## src/rtl/usb_rx_line_decoder_pkg.sv

```systemverilog
// Shared line-state and receiver FSM types for the full-speed USB receive line decoder.
// Line encodings are {D+, D-} as seen after synchronisation.
package usb_rx_line_pkg;

    typedef enum logic [1:0] {
        LS_J   = 2'b10,
        LS_K   = 2'b01,
        LS_SE0 = 2'b00,
        LS_SE1 = 2'b11
    } line_state_t;

    typedef enum logic [1:0] {
        IDLE     = 2'b00,
        ACTIVE   = 2'b01,
        EOP_WAIT = 2'b10,
        ERR_WAIT = 2'b11
    } rx_line_state_t;

    localparam int         STUFF_LIMIT = 6;
    localparam logic [1:0] LINE_IDLE   = 2'b10;

    function automatic line_state_t decode_line(input logic [1:0] lines);
        return line_state_t'(lines);
    endfunction

endpackage

```

## src/rtl/usb_rx_line_decoder_if.sv

```systemverilog
// Pad-side inputs and decoded bit/event outputs of the USB receive line decoder.
// master = decoder side, slave = pad driver / packet engine side.
interface usb_rx_line_if;
    logic dplus_in;
    logic dminus_in;
    logic rx_bit_strobe;
    logic rx_bit;
    logic eop;
    logic rx_error;
    logic line_active;

    modport master (
        input  dplus_in,
        input  dminus_in,
        output rx_bit_strobe,
        output rx_bit,
        output eop,
        output rx_error,
        output line_active
    );

    modport slave (
        output dplus_in,
        output dminus_in,
        input  rx_bit_strobe,
        input  rx_bit,
        input  eop,
        input  rx_error,
        input  line_active
    );
endinterface

```

## src/rtl/usb_rx_line_decoder_bit_timer.sv

```systemverilog
// Bit-time counter: wraps every CLKS_PER_BIT clocks, restarts on a line edge,
// and flags the cycle in which the line should be sampled.
module usb_rx_bit_timer #(
    parameter int CLKS_PER_BIT = 8,
    parameter int SAMPLE_POINT = 3
) (
    input  logic clk,
    input  logic rst,
    input  logic clear,
    output logic sample
);
    localparam int            CW        = $clog2(CLKS_PER_BIT);
    localparam logic [CW-1:0] LAST      = CW'(CLKS_PER_BIT - 1);
    localparam logic [CW-1:0] SAMPLE_AT = CW'(SAMPLE_POINT);

    logic [CW-1:0] count_q;
    logic [CW-1:0] count_now;

    // A resync makes the current cycle count as zero, so the edge cycle itself is bit-time 0.
    always_comb begin
        count_now = clear ? '0 : count_q;
    end

    assign sample = (count_now == SAMPLE_AT);

    always_ff @(posedge clk) begin
        if (rst) begin
            count_q <= '0;
        end else if (count_now == LAST) begin
            count_q <= '0;
        end else begin
            count_q <= count_now + CW'(1);
        end
    end
endmodule

```

## src/rtl/usb_rx_line_decoder.sv

```systemverilog
// Full-speed USB receive front end: synchronise, recover bit timing, NRZI decode, unstuff, flag EOP/errors.
// Define USB_RX_GLITCH_FILTER_EN to add a 3-sample majority filter per line after the synchroniser.
module usb_rx_line_decoder
    import usb_rx_line_pkg::*;
#(
    parameter int CLKS_PER_BIT = 8,
    parameter int SAMPLE_POINT = 3
) (
    input  logic          clk,
    input  logic          rst,
    usb_rx_line_if.master line
);
    localparam logic [2:0] STUFF_MAX = 3'(STUFF_LIMIT);

    logic [1:0]     meta_q;
    logic [1:0]     sync_q;
    logic [1:0]     line_bits;
    logic [1:0]     last_bits_q;
    line_state_t    line_now;
    line_state_t    line_last;
    logic           resync;
    logic           jk_edge;
    logic           sample;

    rx_line_state_t state_q;
    rx_line_state_t state_d;
    logic           prev_level_q;
    logic           prev_level_d;
    logic [2:0]     ones_q;
    logic [2:0]     ones_d;
    logic           seen_se0_q;
    logic           seen_se0_d;
    logic           strobe_q;
    logic           strobe_d;
    logic           bit_q;
    logic           bit_d;
    logic           eop_q;
    logic           eop_d;
    logic           err_q;
    logic           err_d;
    logic           d_bit;

    always_ff @(posedge clk) begin
        if (rst) begin
            meta_q <= LINE_IDLE;
            sync_q <= LINE_IDLE;
        end else begin
            meta_q <= {line.dplus_in, line.dminus_in};
            sync_q <= meta_q;
        end
    end

`ifdef USB_RX_GLITCH_FILTER_EN
    logic [1:0] hist1_q;
    logic [1:0] hist2_q;

    always_ff @(posedge clk) begin
        if (rst) begin
            hist1_q <= LINE_IDLE;
            hist2_q <= LINE_IDLE;
        end else begin
            hist1_q <= sync_q;
            hist2_q <= hist1_q;
        end
    end

    // Bitwise majority: a value must persist for two samples before it is believed.
    assign line_bits = (sync_q & hist1_q) | (sync_q & hist2_q) | (hist1_q & hist2_q);
`else
    assign line_bits = sync_q;
`endif

    always_ff @(posedge clk) begin
        if (rst) begin
            last_bits_q <= LINE_IDLE;
        end else begin
            last_bits_q <= line_bits;
        end
    end

    assign line_now  = decode_line(line_bits);
    assign line_last = decode_line(last_bits_q);
    assign resync    = line_bits[1] ^ last_bits_q[1];
    assign jk_edge   = (line_last == LS_J) && (line_now == LS_K);

    usb_rx_bit_timer #(
        .CLKS_PER_BIT (CLKS_PER_BIT),
        .SAMPLE_POINT (SAMPLE_POINT)
    ) u_bit_timer (
        .clk    (clk),
        .rst    (rst),
        .clear  (resync),
        .sample (sample)
    );

    always_ff @(posedge clk) begin
        if (rst) begin
            state_q      <= IDLE;
            prev_level_q <= 1'b1;
            ones_q       <= '0;
            seen_se0_q   <= 1'b0;
            strobe_q     <= 1'b0;
            bit_q        <= 1'b0;
            eop_q        <= 1'b0;
            err_q        <= 1'b0;
        end else begin
            state_q      <= state_d;
            prev_level_q <= prev_level_d;
            ones_q       <= ones_d;
            seen_se0_q   <= seen_se0_d;
            strobe_q     <= strobe_d;
            bit_q        <= bit_d;
            eop_q        <= eop_d;
            err_q        <= err_d;
        end
    end

    always_comb begin
        state_d      = state_q;
        prev_level_d = prev_level_q;
        ones_d       = ones_q;
        seen_se0_d   = seen_se0_q;
        strobe_d     = 1'b0;
        bit_d        = bit_q;
        eop_d        = 1'b0;
        err_d        = 1'b0;
        d_bit        = 1'b0;
        case (state_q)
            IDLE: begin
                if (jk_edge) begin
                    state_d      = ACTIVE;
                    prev_level_d = 1'b1;
                    ones_d       = '0;
                    // With SAMPLE_POINT 0 the first K is sampled in the same cycle its edge appears.
                    if (sample) begin
                        strobe_d     = 1'b1;
                        bit_d        = 1'b0;
                        prev_level_d = 1'b0;
                    end
                end
            end
            ACTIVE: begin
                if (sample) begin
                    case (line_now)
                        LS_SE0: begin
                            state_d = EOP_WAIT;
                        end
                        LS_SE1: begin
                            err_d      = 1'b1;
                            state_d    = ERR_WAIT;
                            seen_se0_d = 1'b0;
                        end
                        default: begin
                            d_bit        = (line_bits[1] == prev_level_q);
                            prev_level_d = line_bits[1];
                            if (ones_q == STUFF_MAX) begin
                                if (d_bit) begin
                                    err_d      = 1'b1;
                                    state_d    = ERR_WAIT;
                                    seen_se0_d = 1'b0;
                                end else begin
                                    ones_d = '0;
                                end
                            end else begin
                                strobe_d = 1'b1;
                                bit_d    = d_bit;
                                ones_d   = d_bit ? ones_q + 3'd1 : 3'd0;
                            end
                        end
                    endcase
                end
            end
            EOP_WAIT: begin
                if (sample) begin
                    case (line_now)
                        LS_J: begin
                            eop_d   = 1'b1;
                            state_d = IDLE;
                        end
                        LS_SE0: begin
                            state_d = EOP_WAIT;
                        end
                        default: begin
                            err_d      = 1'b1;
                            state_d    = ERR_WAIT;
                            seen_se0_d = 1'b0;
                        end
                    endcase
                end
            end
            ERR_WAIT: begin
                if (sample) begin
                    if (line_now == LS_SE0) begin
                        seen_se0_d = 1'b1;
                    end else if ((line_now == LS_J) && seen_se0_q) begin
                        state_d = IDLE;
                    end
                end
            end
            default: begin
                state_d = IDLE;
            end
        endcase
    end

    assign line.rx_bit_strobe = strobe_q;
    assign line.rx_bit        = bit_q;
    assign line.eop           = eop_q;
    assign line.rx_error      = err_q;
    assign line.line_active   = (state_q != IDLE);

endmodule

```

## src/flat_wrapper.sv

```systemverilog
// flat-port wrapper written by rule: the top's interface ports become plain ports
module usb_rx_line_decoder_flat import usb_rx_line_pkg::*;
#(
    parameter int CLKS_PER_BIT = 8,
    parameter int SAMPLE_POINT = 3
)
  (clk, rst, line_dplus_in, line_dminus_in, line_rx_bit_strobe, line_rx_bit, line_eop, line_rx_error, line_line_active);
  usb_rx_line_if line_i ();
  input  logic clk;
  input  logic rst;
  input wire logic [$bits(line_i.dplus_in)-1:0] line_dplus_in;
  input wire logic [$bits(line_i.dminus_in)-1:0] line_dminus_in;
  output wire logic [$bits(line_i.rx_bit_strobe)-1:0] line_rx_bit_strobe;
  output wire logic [$bits(line_i.rx_bit)-1:0] line_rx_bit;
  output wire logic [$bits(line_i.eop)-1:0] line_eop;
  output wire logic [$bits(line_i.rx_error)-1:0] line_rx_error;
  output wire logic [$bits(line_i.line_active)-1:0] line_line_active;
  assign line_i.dplus_in = line_dplus_in;
  assign line_i.dminus_in = line_dminus_in;
  assign line_rx_bit_strobe = line_i.rx_bit_strobe;
  assign line_rx_bit = line_i.rx_bit;
  assign line_eop = line_i.eop;
  assign line_rx_error = line_i.rx_error;
  assign line_line_active = line_i.line_active;
  usb_rx_line_decoder #(.CLKS_PER_BIT(CLKS_PER_BIT), .SAMPLE_POINT(SAMPLE_POINT)) u_core (.clk(clk), .rst(rst), .line(line_i));
endmodule
```

## config.mk

```make
export PLATFORM = sky130hd
export DESIGN_NAME = usb_rx_line_decoder_flat
export DESIGN_NICKNAME = d
export VERILOG_FILES = /design/src/rtl/usb_rx_line_decoder_pkg.sv /design/src/rtl/usb_rx_line_decoder_if.sv /design/src/rtl/usb_rx_line_decoder_bit_timer.sv /design/src/rtl/usb_rx_line_decoder.sv /design/src/flat_wrapper.sv
export SDC_FILE = /design/constraint.sdc
export NUM_CORES = 1
export LEC_CHECK = 0
export CORE_MARGIN = 8
export CORE_UTILIZATION = 31
export CTS_CLUSTER_DIAMETER = 60
export DETAILED_ROUTE_END_ITERATION = 10
export PLACE_DENSITY = 0.54
export SLEW_MARGIN = 0
export SYNTH_ARGS = -nofsm -noshare
export SYNTH_HDL_FRONTEND = slang
export SYNTH_HIERARCHICAL = 1
export SYNTH_SLANG_ARGS = --single-unit
```

## constraint.sdc

```tcl
create_clock -name clk -period 2.7 [get_ports clk]
set_clock_uncertainty 0.15 [all_clocks]
set_input_delay 0.54 -clock clk [delete_from_list [all_inputs] [get_ports clk]]
set_output_delay 0.54 -clock clk [all_outputs]
set_load 0.02 [all_outputs]
```

==> impl_results.md, run 1 <==
* Status: finished clean
* PortBufs at 8
* Ant. Diodes at 0
* Fmax at 402.2 MHz
* Slew @ Worst Pin at about 0.43 ns
* CTS Buf Count at 3
* Final setup viols at 0
* Final critical-path required period at 2.486 ns
* Post-synth EDFFs at 0
* Number of gates resized after cts at 0
* Global route total overflow at 0
* Synth cell types at 45
* Hold Path Class: reg -> reg
* Yosys warns at 6
* Nets at 149
* Unrepaired setup endpoints after global routing: no
* Row count at 22
* Worst setup path class: reg -> reg
* Post-synthesis compound-gate area fraction at 18.46%
* Critical path required time at around 2.7 ns
* Synth Net Count at ~140
* Pleak at approximately 0.52 nW
* Core area at 0.003606 mm²
* Max-slew headroom at between 70% and 80%
* # IOs at 9
* Area share of the largest cell type after synthesis at between 30% and 40%
* Final Non-Filler Cells at approximately 180
* Clk sink count at 20
* Power Density at ~670 mW/mm²
* WL/cell at roughly 13 µm
* Async SR Flop Fraction at 0%
* FF-to-FF Start: u_core/line_bits[1]
* Post-synthesis sequential area ratio at a little over a third
* Tot GR Track Use at 8.361%
* Worst EP arrival at roughly 2.5 ns
* Worst Hold Launch: u_core/meta_q[1]
* Place WS at between 0.15 and 0.2 ns
* H-Tree Depth at 1
* Iter 0 DRT Violations at 45
* Synthesized-area fraction occupied by adder cells at between 15 and 20%
* Crit path max fanout at 9
* Tot Pwr at 0.0009079 W
* First-pass GRT wire length at between 4 and 5 mm
* Critical Path Source Type: register
* Hold Vio Cnt, Final at 0
* Dpl cells at between 150 and 200
* Setup bufs post-CTS at 0
* Via-per-instance ratio at ~4.8
* R2R Setup Slk at about 0.21 ns
* Post-Syn Area at 0.001152 mm²
* Xor and xnor fraction of the mapped netlist area at under 10%
* Initial Util at a little under a third
* Multiplexer share of the synthesized area at roughly 1.8%
* Smallest setup slack after layout at approximately 0.21 ns
* Fin crit share at between 90% and 100%
* Routed vias at about 860
* Total routed wirelength at between 2 and 2.5 mm
* Vias in the first global route at between 900 and 1000
* Post-synthesis register bit count at 20
* Synth top area cells: dfxtp_1 35%, ha_1 15%, a21oi_1 3.5%, inv_1 2.9%, nand2_1 2.6%
* Die Wd at between 70 and 80 µm
* DP HPWL at about 1.8 mm
* DRC errors left at 0
* VDD IR max at 0.2910 mV
* Critical Path Sink Type: register
* Height of the die at slightly below 80 µm
* Routed Antenna Nets at 0
* Max Cap Viol at 0
* Synth Area per Inst at between 9 and 10 µm²
* Yosys top cell by area: dfxtp_1
* Largest family of logic cells by synthesized area: simple AND/OR/NAND/NOR gates
* Synth Area in Simple Gates at 21.82%
* Drt pass-1 iters at 4
* Antenna violations before repair at 0
* Clock buffer depth at 2
* Largest net degree at the start of global routing at 13
* Syn Inst Count at between 100 and 150
* Area growth syn-to-layout at 17.05%
* Clock Root Buffer: clkbuf_8
* Post-CTS Hold Fix Bufs at 0
* Clock latency on the worst-skew pair at around 0.26 ns
* Fill cell count at 370
* Pins Over Slew Limit at 0
* Primary FF master, synth: dfxtp_1
* Placer Congestion at approximately 0.8
* Die area at 0.005924 mm²
* Layout cell share with drive strength beyond 1 at between 10% and 20%
* Clk slew on worst S/H paths at 0.07 ns
* CTS tree: done
* Worst setup path startpoint: u_core/line_bits[1]
* Final setup TNS at 0 ns
## synth_stat cells, types with 2 or more instances
cell,n
nand2_1,8
nor2_1,5
nor3_1,3
nand3_1,4
o21ai_0,4
or2_2,3
dfxtp_1,20
nor2b_1,4
nor3b_1,2
a21oi_1,8
ha_1,14
nand2b_1,3
o311ai_0,2
inv_1,9
## state kept, by name, summed over array words and instances, names as in the netlist
register                    cells
u_core/prev_level_q             1
u_core/seen_se0_q               1
u_core/line.rx_bit_strobe       1
u_core/line_bits                2
u_core/last_bits_q              2
u_core/u_bit_timer/count_q      3
u_core/line.eop                 1
u_core/line.rx_bit              1
u_core/line.rx_error            1
u_core/meta_q                   2
u_core/state_q                  2
u_core/ones_q                   3
## final timing paths
check | cells after the start | end
worst max-delay path | 9 | u_core/state_q[1]
worst min-delay path | 1 | u_core/line_bits[1]
worst max register to register | 9 | u_core/state_q[1]
worst min register to register | 1 | u_core/line_bits[1]
## cells by family after synthesis
group | after synthesis
buf+inv | 14
mux | 2
fa+ha+maj | 14
flops | 20
xor+xnor | 2
compound gates | 26
simple gates | 42
## power by group
part / switching, W / internal (W)
registers: 0.0000104 / 0.000311
logic: 0.000163 / 0.000125
clock network: 0.000101 / 0.000198
## critical path, cell delays in order, from the launching register on
cell and delay, ns:
dfxtp_1 0.46, xor2_1 0.15, nor2b_2 0.16, ha_1 0.18, ha_1 0.34, o21ba_1 0.20, o21ai_2 0.16, o221ai_4 0.13
or3_1 0.32, a21oi_1 0.15
## per-stage QoR
stage,area [µm²],hold WS [ns],utilization (%)
after floorplan,1152,0.2395,-
after global placement,1277,0.2499,35.43
after detailed placement,1277,0.2453,35.43
after CTS,1349,0.2643,37.40
after global routing,1349,0.2970,37.40
final,1349,0.2622,37.40
## layout by cell type (no fill, tap or decap), drive strengths merged, types with 2 or more instances in the layout
| master | count |
|---|---|
| nor2b | 5 |
| o311ai | 2 |
| nand2b | 4 |
| a21oi | 9 |
| nand2 | 8 |
| nor3b | 2 |
| nor3 | 4 |
| dfxtp | 20 |
| inv | 11 |
| o21ai | 5 |
| xor2 | 2 |
| clkdlybuf4s50 | 8 |
| or3 | 2 |
| nand3 | 4 |
| clkbuf | 3 |
| or2 | 3 |
| ha | 14 |
| nor2 | 6 |
## final cells by class
| type | count | area [µm²] | area share (%) |
|---|---|---|---|
| sequential | 20 | 400.4 | 29.68 |
| inverter | 11 | 43.79 | 3.247 |
| timing repair buffer | 9 | 87.58 | 6.494 |
| tap | 48 | 60.06 | 4.453 |
| multi-input combinational | 86 | 685.7 | 50.84 |
| clock inverter | 1 | 30.03 | 2.226 |
| clock buffer | 3 | 41.29 | 3.061 |
## layer usage
metal	vias up	global-route usage, %	share of wire, %
met5	-	0	0
met3	4	2.681	3.3
met1	403	9.559	48
li1	437	-	-
met2	12	14.27	48
met4	0	2.830	0.93
No activity file was read; power rests on OpenSTA's default activity.
==> run 2: changes to the inputs <==
--- a/config.mk
+++ b/config.mk
@@ -5,11 +5,13 @@
 export SDC_FILE = /design/constraint.sdc
 export NUM_CORES = 1
 export LEC_CHECK = 0
+export CELL_PAD_IN_SITES_DETAIL_PLACEMENT = 1
+export CELL_PAD_IN_SITES_GLOBAL_PLACEMENT = 2
 export CORE_MARGIN = 8
-export CORE_UTILIZATION = 31
+export CORE_UTILIZATION = 36
 export CTS_CLUSTER_DIAMETER = 60
 export DETAILED_ROUTE_END_ITERATION = 10
-export PLACE_DENSITY = 0.54
+export PLACE_DENSITY = 0.83
 export SLEW_MARGIN = 0
 export SYNTH_ARGS = -nofsm -noshare
 export SYNTH_HDL_FRONTEND = slang
==> run 2 against run 1 <==
Against the previous run:
- hold slack worse by 0.0033 ns
- combinational power increased by 2%
- count of clock-buffer cells in the layout is the same
- clock power fell by 15%
- sequential cell count did not move
- critical endpoint is now line_line_active
==> impl_results.md, run 2 (synthesis gave the netlist of run 1 again) <==
* Fin crit share at 93.46% (+1.4 points)
* Max Cap Viol at 0 (unchanged)
* Global route total overflow at 0 (unchanged)
* CTS tree: done
* Die Wd at 72.58 µm (-5.7%)
* Clock Root Buffer: clkbuf_4
* Tot GR Track Use at 10.49% (+2.1 points)
* Worst EP arrival at 1.83 ns (-0.70 ns)
* H-Tree Depth at 1 (unchanged)
* Ant. Diodes at 0 (unchanged)
* Final critical-path required period at 2.524 ns (+0.03712 ns)
* Vias in the first global route at 959 (+1.7%)
* Layout cell share with drive strength beyond 1 at 17.69% (+0.77 points)
* Routed vias at 883 (+3.2%)
* Top Registers: u_core/ones_q (3), u_core/u_bit_timer/count_q (3)
* Setup bufs post-CTS at 0 (unchanged)
* Crit path max fanout at 5 (-4)
* Commonest cells after routing, fill and taps aside: 20 x dfxtp_1, 13 x ha_1, 9 x inv_1
* Total routed wirelength at 2.549 mm (+13%)
* Area growth syn-to-layout at 15.20%
* First-pass GRT wire length at 4.326 mm (+4.2%)
* CTS Buf Count at 3 (unchanged)
* Pleak at 0.5073 nW (-1.7%)
* DP HPWL at 1.995 mm (+13%)
* Placer Congestion at 0.7339 (-9.2%)
* Core area at 0.003053 mm² (-15%)
* Status: finished clean
* Row count at 20 (-9.1%)
* Nets at 149 (unchanged)
* Worst setup path class: reg -> out
* Clk sink count at 20 (unchanged)
* WL/cell at 14.65 µm (+15%)
* Via-per-instance ratio at 5.075 (+5.5%)
* Die area at 0.005267 mm² (-11%)
* Max-slew headroom at 65.88% (-4.7 points)
* Hold Path Class: reg -> reg
* Antenna violations before repair at 0 (unchanged)
* Pins Over Slew Limit at 0 (unchanged)
* Clock buffer depth at 2 (unchanged)
* Routed Antenna Nets at 0 (unchanged)
* Critical path required time at 2.01 ns (-0.73 ns)
* Fmax at 396.3 MHz (-1.5%)
* PortBufs at 8 (unchanged)
* Critical Path Sink Type: output pin
* Final setup TNS at 0 ns (unchanged)
* Clock latency on the worst-skew pair at 0.32 ns (+0.06 ns)
* # IOs at 9 (unchanged)
* Commonest non-fill, non-tap cell in the layout: dfxtp_1
* Slew @ Worst Pin at 0.5118 ns (+0.08306 ns)
* Hold Vio Cnt, Final at 0 (unchanged)
* Post-CTS Hold Fix Bufs at 0 (unchanged)
* Unrepaired setup endpoints after global routing: no
* VDD IR max at 0.2963 mV (+1.8%)
* Initial Util at 37.75% (+5.8 points)
* Power Density at 655.1 mW/mm² (-2.7%)
* Iter 0 DRT Violations at 18 (-60%)
* DRC errors left at 0 (unchanged)
* Drt pass-1 iters at 2 (-2)
* Fill cell count at 369 (-0.27%)
* Clk slew on worst S/H paths at 0.13 ns (+0.06 ns)
* Height of the die at 72.58 µm (-5.7%)
* Final setup viols at 0 (unchanged)
* Largest net degree at the start of global routing at 13 (unchanged)
* Critical Path Source Type: register
* Tot Pwr at 0.0008697 W (-4.2%)
==> run 2: changes by cell type in the layout (fill, tap and decap cells not counted) <==
cell      before  now
clkbuf_4       0    3
ha_1          14   13
clkbuf_8       3    0
ha_2           0    1
==> run 2: per-stage QoR <==
step / hold WS (ns) / util [%] / instances / worst slack, ns / instance area, µm²
6_report: 0.2589 / 43.48 / 174 / 0.1765 / 1328
5_1_grt: 0.2932 / 43.48 / 174 / 0.05137 / 1328
4_1_cts: 0.2704 / 43.40 / 174 / 0.1455 / 1325
3_5_place_dp: 0.2448 / 41.68 / 170 / 0.1766 / 1272
3_3_place_gp: 0.2532 / 41.68 / 170 / 0.2983 / 1272
2_1_floorplan: 0.2395 / - / 120 / 0.4741 / 1152
==> run 2: layout make-up <==
type	count	area, µm²	area share (%)
timing repair buffer	9	87.58	6.598
multi-input combinational	86	688.2	51.84
tap	44	55.05	4.147
sequential	20	400.4	30.16
inverter	11	43.79	3.299
clock buffer	3	22.52	1.697
clock inverter	1	30.03	2.262
==> run 2: report_power, final <==
| part | switching, W | internal, W |
|---|---|---|
| sequential | 0.0000103 | 0.000311 |
| clock | 0.000103 | 0.000150 |
| combinational | 0.000170 | 0.000125 |
==> run 2: worst max-delay path: stages (launching register included) <==
cell             delay (ns)
dfxtp_1                0.38
inv_1                  0.12
ha_1                   0.27
inv_1                  0.13
clkdlybuf4s50_1        0.62
==> run 2: final timing paths <==
path,endpoint,startpoint,slack (ns),cells after the start
max,line_line_active,u_core/state_q[0],0.18,4
min reg2reg,u_core/line_bits[1],u_core/meta_q[1],0.26,1
min,u_core/line_bits[1],u_core/meta_q[1],0.26,1
max reg2reg,u_core/state_q[1],u_core/line_bits[1],0.24,9
==> run 2: per-layer routing <==
layer	routed length [µm]	track usage (%)	share of wire (%)	vias up
met5	0	0	0	-
met4	37	4.000	1.5	0
met3	70	3.022	2.7	6
met2	1312	19.18	51	15
met1	1129	10.95	44	426
li1	-	-	-	436
==> run 2: what timing repair did <==
item	4_1_cts	5_1_grt
hold endpoints to repair	0	0
setup endpoints to repair	0	1
resized for setup	0	1
